### src/rtl/trap_ctrl.sv
// Commit-side trap/return/CSR sequencer: arbitrates one committing instruction,
// then walks the trap, mret or CSR access sequence and issues the redirect.
module trap_ctrl (
    input  logic        clk,
    input  logic        rst,
    input  logic        cmt_valid,
    input  logic [63:0] cmt_pc,
    input  logic        cmt_ecall,
    input  logic        cmt_mret,
    input  logic [1:0]  cmt_csr_op,
    input  logic [11:0] cmt_csr_idx,
    input  logic [63:0] cmt_csr_src,
    input  logic        tmr_irq,
    input  logic [63:0] csr_rdata,
    input  logic        ex_stall,
    output logic        cmt_ready,
    output logic        csr_rd_en,
    output logic        csr_wr_en,
    output logic [11:0] csr_idx,
    output logic [63:0] wbck_csr_data,
    output logic        trap_ena,
    output logic [63:0] trap_mcause_value,
    output logic        cmt_mret_ena,
    output logic        rd_valid,
    output logic [63:0] rd_data,
    output logic        redirect_valid,
    output logic [63:0] redirect_pc,
    output logic        flush,
    output logic        busy
);

    typedef enum logic [2:0] {
        S_IDLE, S_TRAP, S_VEC, S_RET, S_CSR, S_JUMP
    } state_t;

    localparam logic [63:0] CAUSE_TMR   = 64'h8000_0000_0000_0007;
    localparam logic [63:0] CAUSE_ECALL = 64'h0000_0000_0000_000B;
    localparam logic [11:0] IDX_MTVEC   = 12'h305;
    localparam logic [11:0] IDX_MEPC    = 12'h341;

    state_t      state_q, state_d;
    logic [63:0] save_pc_q, save_pc_d;
    logic [63:0] cause_q, cause_d;
    logic [63:0] target_q, target_d;
    logic [1:0]  op_q, op_d;
    logic [11:0] idx_q, idx_d;
    logic [63:0] src_q, src_d;
    logic [64:0] csr_wr;

    // Returns {write_enable, write_data}; set/clear with a zero mask leave the CSR untouched.
    function automatic logic [64:0] csr_wr_calc(input logic [1:0] op,
                                                input logic [63:0] rdata,
                                                input logic [63:0] src);
        case (op)
            2'b01:   return {1'b1, src};
            2'b10:   return {src != 64'd0, rdata | src};
            2'b11:   return {src != 64'd0, rdata & ~src};
            default: return 65'd0;
        endcase
    endfunction

    always_ff @(posedge clk) begin
        if (rst) begin
            state_q   <= S_IDLE;
            save_pc_q <= 64'd0;
            cause_q   <= 64'd0;
            target_q  <= 64'd0;
            op_q      <= 2'd0;
            idx_q     <= 12'd0;
            src_q     <= 64'd0;
        end else begin
            state_q   <= state_d;
            save_pc_q <= save_pc_d;
            cause_q   <= cause_d;
            target_q  <= target_d;
            op_q      <= op_d;
            idx_q     <= idx_d;
            src_q     <= src_d;
        end
    end

    always_comb begin
        state_d   = state_q;
        save_pc_d = save_pc_q;
        cause_d   = cause_q;
        target_d  = target_q;
        op_d      = op_q;
        idx_d     = idx_q;
        src_d     = src_q;
        if (!ex_stall) begin
            case (state_q)
                S_IDLE: begin
                    if (cmt_valid) begin
                        if (tmr_irq && (cmt_pc != 64'd0)) begin
                            save_pc_d = cmt_pc;
                            cause_d   = CAUSE_TMR;
                            state_d   = S_TRAP;
                        end else if (cmt_ecall) begin
                            save_pc_d = cmt_pc;
                            cause_d   = CAUSE_ECALL;
                            state_d   = S_TRAP;
                        end else if (cmt_mret) begin
                            state_d   = S_RET;
                        end else if (cmt_csr_op != 2'b00) begin
                            op_d      = cmt_csr_op;
                            idx_d     = cmt_csr_idx;
                            src_d     = cmt_csr_src;
                            state_d   = S_CSR;
                        end
                    end
                end
                S_TRAP:  state_d = S_VEC;
                S_VEC, S_RET: begin
                    target_d = {csr_rdata[63:2], 2'b00};
                    state_d  = S_JUMP;
                end
                S_CSR:   state_d = S_IDLE;
                S_JUMP:  state_d = S_IDLE;
                default: state_d = S_IDLE;
            endcase
        end
    end

    assign csr_wr = csr_wr_calc(op_q, csr_rdata, src_q);

    // Everything is silenced while reset is asserted or the pipeline is frozen.
    always_comb begin
        cmt_ready         = 1'b0;
        csr_rd_en         = 1'b0;
        csr_wr_en         = 1'b0;
        csr_idx           = 12'd0;
        wbck_csr_data     = 64'd0;
        trap_ena          = 1'b0;
        trap_mcause_value = 64'd0;
        cmt_mret_ena      = 1'b0;
        rd_valid          = 1'b0;
        rd_data           = 64'd0;
        redirect_valid    = 1'b0;
        redirect_pc       = 64'd0;
        flush             = 1'b0;
        busy              = !rst && (state_q != S_IDLE);
        if (!rst && !ex_stall) begin
            case (state_q)
                S_IDLE: cmt_ready = 1'b1;
                S_TRAP: begin
                    trap_ena          = 1'b1;
                    trap_mcause_value = cause_q;
                    wbck_csr_data     = save_pc_q;
                end
                S_VEC: begin
                    csr_rd_en = 1'b1;
                    csr_idx   = IDX_MTVEC;
                end
                S_RET: begin
                    cmt_mret_ena = 1'b1;
                    csr_rd_en    = 1'b1;
                    csr_idx      = IDX_MEPC;
                end
                S_CSR: begin
                    csr_rd_en     = 1'b1;
                    csr_idx       = idx_q;
                    rd_valid      = 1'b1;
                    rd_data       = csr_rdata;
                    csr_wr_en     = csr_wr[64];
                    wbck_csr_data = csr_wr[64] ? csr_wr[63:0] : 64'd0;
                end
                S_JUMP: begin
                    redirect_valid = 1'b1;
                    flush          = 1'b1;
                    redirect_pc    = target_q;
                end
                default: ;
            endcase
        end
    end

endmodule

### config.mk
export PLATFORM = sky130hd
export DESIGN_NAME = trap_ctrl
export DESIGN_NICKNAME = d
export VERILOG_FILES = /design/src/rtl/trap_ctrl.sv
export SDC_FILE = /design/constraint.sdc
export NUM_CORES = 1
export LEC_CHECK = 0
export ABC_CLOCK_PERIOD_IN_PS = 2000
export BUFFER_PORTS_ARGS = -buffer_cell sky130_fd_sc_hd__buf_2
export CORE_ASPECT_RATIO = 0.6
export CORE_MARGIN = 2
export CORE_UTILIZATION = 38
export CTS_CLUSTER_SIZE = 28
export DETAILED_ROUTE_END_ITERATION = 6
export HOLD_SLACK_MARGIN = 0.12
export PLACE_DENSITY = 0.65
export SYNTH_ARGS = -nofsm -noshare
export SYNTH_HDL_FRONTEND = slang
export SYNTH_SLANG_ARGS = --single-unit
### constraint.sdc
create_clock -name clk -period 2 [get_ports clk]
set_input_delay 0.2 -clock clk [delete_from_list [all_inputs] [get_ports clk]]
set_output_delay 0.2 -clock clk [all_outputs]
set_load 0.02 [all_outputs]
==> results.yml <==
cells_and_area:
  area_growth_pct: 81.9
  fin_nets: 2494
  finalInstanceArea_mm2: 0.0222
  instances_no_fill: 2723
  final_layout_size_suffix_gt1_share_pct: 41.3
floorplan:
  pin_count: 490
  die_y_um: 143
  rows: 50
  die_w_um: 235
  core_mm2: 0.0313
  dieArea_mm2: 0.0336
  initial_utilization_pct: 38.9
grt:
  grt_first_pass_wirelength_um: 89500
  grt_pass1_vias: 14400
  antenna_found_initial: 11
  gr-total-overflow: 0
  grt_max_degree: 126
  track_usage_pct: 34.8
critical_path:
  path_cells: "nor4_1, nand4_1, nor4_2, buf_4, a21oi_4, buf_12, a22o_1, buf_2"
  cp_max_fo: 25
  cp-start-kind: "register"
  crit_type: "register to output pin"
  endpoint_kind: "output pin"
  worst_path_max_delay_cell: "nor4_1"
  cp_num_buf_inv: 3
  required_ps: 1800
  cp_top_family: "simple AND/OR/NAND/NOR gates"
  max_stage_delay_ps: 420
  arrival_ps: 2740
sta:
  hold_viol: 0
  layout_worst_path_cycle_share_pct: 147
  rsz0062_at_grt: "yes"
  relSlewSlack_pct: 32.1
  setup_viol: 356
  timing.final.crit_period_ps: 2940
  tightest_slew_ps: 1020
  maxSlewViolCount: 0
  postLayoutSetupSlackWorst_ps: -938
  max_freq_mhz: 340
  tns_ps: -129930
  finalClockSkew_ps: 15.5
logic_synthesis:
  synthCells: 1515
  yosysTopAreaCell: "dfxtp_1"
  yosys_warnings: 0
  ys.flop_type: "dfxtp_1"
  synth_area_leaders: "dfxtp_1 (34%), a21oi_1 (8.3%), mux2i_1 (8.1%), a22o_1 (7.2%), and2_1 (7.0%)"
  synth.most_common_cell: "dfxtp_1"
  ys_types: 38
  synth_seq_cells: 210
  synth.avg_cell_area_um2: 8.04
  seq_area_frac_synth_pct: 34.5
  yosysTopAreaCellShare_pct: 34.5
  synth_async_sr_flop_share_pct: 0
  mappedNetlistArea_mm2: 0.0122
  synth-edff-count: 0
  synthTopCellsByCount: "dfxtp_1 (210), a21oi_1 (202), and2_1 (136), nand2_1 (131), nand2b_1 (130)"
clock_network:
  cts_root_buf: "clkbuf_16"
  htree_levels: 1
  clk_path_buf_depth: 3
  clkSinkCount: 210
  clk_latency_ps: 530
  numCtsBuffers: 23
  cts_tree: "done"
  path_clk_slew_ps: 70
job:
  drv_cap: 0
place:
  placement.io_buffers: 428
  dp_hpwl_um: 35900
  routabilityCongestion: 0.914
  dpl.cell_count: 2373
  dpl-instance-area_mm2: 0.0156
power_and_ir_drop:
  powerDensity_mw_per_mm2: 513
  irDropWorstVdd_uv: 474
  power.total_mw: 11.4
  leakage_nw: 9.69
worst_hold_path:
  hp-class: "input pin to register"
drt:
  drt_pass1_iterations: 6
  wl_per_cell_um: 25.0
  viasPerCell: 5.71
  drtIter0Drc: 1883
  wirelength_um: 68000
  ant_nets: 0
  drc: 0
  vias: 15500
status:
  status: "finished with violations"
  violations: "setup timing"
## routing by layer
layer  global-route usage (%)  routed length, um
met1                     46.3              28200
met2                     55.2              30000
met3                     8.91               7070
met4                     10.8               2750
met5                        0                 10
## flip-flops by register name, summed over array words and instances (netlist names)
name       flops
cause_q        3
idx_q         12
op_q           2
save_pc_q     64
src_q         64
state_q        3
target_q      62
## what timing repair did
item | 4_1_cts | 5_1_grt
hold buffers | 206 | 0
buffers inserted | 36 | 31
resized for setup | 395 | 284
pin swaps | 75 | 106
gates cloned | 26 | 28
hold endpoints to repair | 207 | 0
endpoints found under the setup margin | 363 | 345
## worst min-delay path, cell delays in order
cell and delay, ps:
buf_2 120, buf_4 120, nand2b_1 110, mux2i_1 90
## final timing paths
path | start | end | slack (ps) | depth (start not counted)
worst max register to register | state_q[0] | src_q[14] | -190 | 10
worst min-delay path | cmt_pc[35] | save_pc_q[35] | 180 | 4
worst min register to register | target_q[46] | target_q[46] | 450 | 2
worst max-delay path | src_q[8] | wbck_csr_data[11] | -940 | 8
## cell usage in the layout, fill, tap and decap left out, types with 6 or more instances in the layout
master         netlist  final
buf_2               20    252
dlygate4sd3_1        0    206
dfxtp_1            210    203
buf_6                5    193
a21oi_1            202    189
buf_4               66    158
and2_4               0    132
nand2_1            131    129
nand2b_1           130    129
a22o_1             100    100
mux2i_1             99     97
nand4_1             85     85
conb_1               1     61
o31ai_1             78     54
buf_12               0     46
clkbuf_16            0     44
inv_1               37     36
nor4_1              33     21
o31ai_4              0     13
buf_16               0     13
a21oi_2              0     12
nor2_1              17     11
o31ai_2              0     11
diode_2              0     10
nor4_2               0      9
clkbuf_8             0      8
buf_8                0      6
## stage by stage
| stage | hold WS (ps) | worst slack, ps | util, % |
|---|---|---|---|
| finish | 179 | -938 | 70.7 |
| global route | 195 | -999 | 70.7 |
| CTS | 126 | -975 | 66.2 |
| detailed placement | 443 | -1000 | 49.8 |
| global placement | 438 | -942 | 49.8 |
| floorplan | 336 | 12.2 | - |
## report_power, final
group          total, mW  internal (mW)  switching, mW
registers           4.35           4.28         0.0725
logic               2.38           1.14           1.24
clock network       4.64           2.76           1.88
total               11.4           8.18           3.19
## cell families (layout without fill, tap and decap cells)
group / after synthesis / after routing / synth area share (%)
simple gates: 554 / 554 / 25.4
compound gates: 396 / 397 / 21.5
buf+inv: 254 / 975 / 10.4
flops: 210 / 210 / 34.5
mux: 99 / 99 / 8.13
other cells: 1 / 71 / 0.0308
xor+xnor: 1 / 1 / 0.0719
## cell type report
class                      instances  area, um2
fill                            2251       9170
clock buffer                      35        691
antenna                           10       25.0
clock inverter                     6        105
tap                              416        520
inverter                          37        139
sequential                       210       4220
timing repair buffer             897       8620
multi-input combinational       1112       7850
Note: power is estimated with default switching activity, not from simulation.
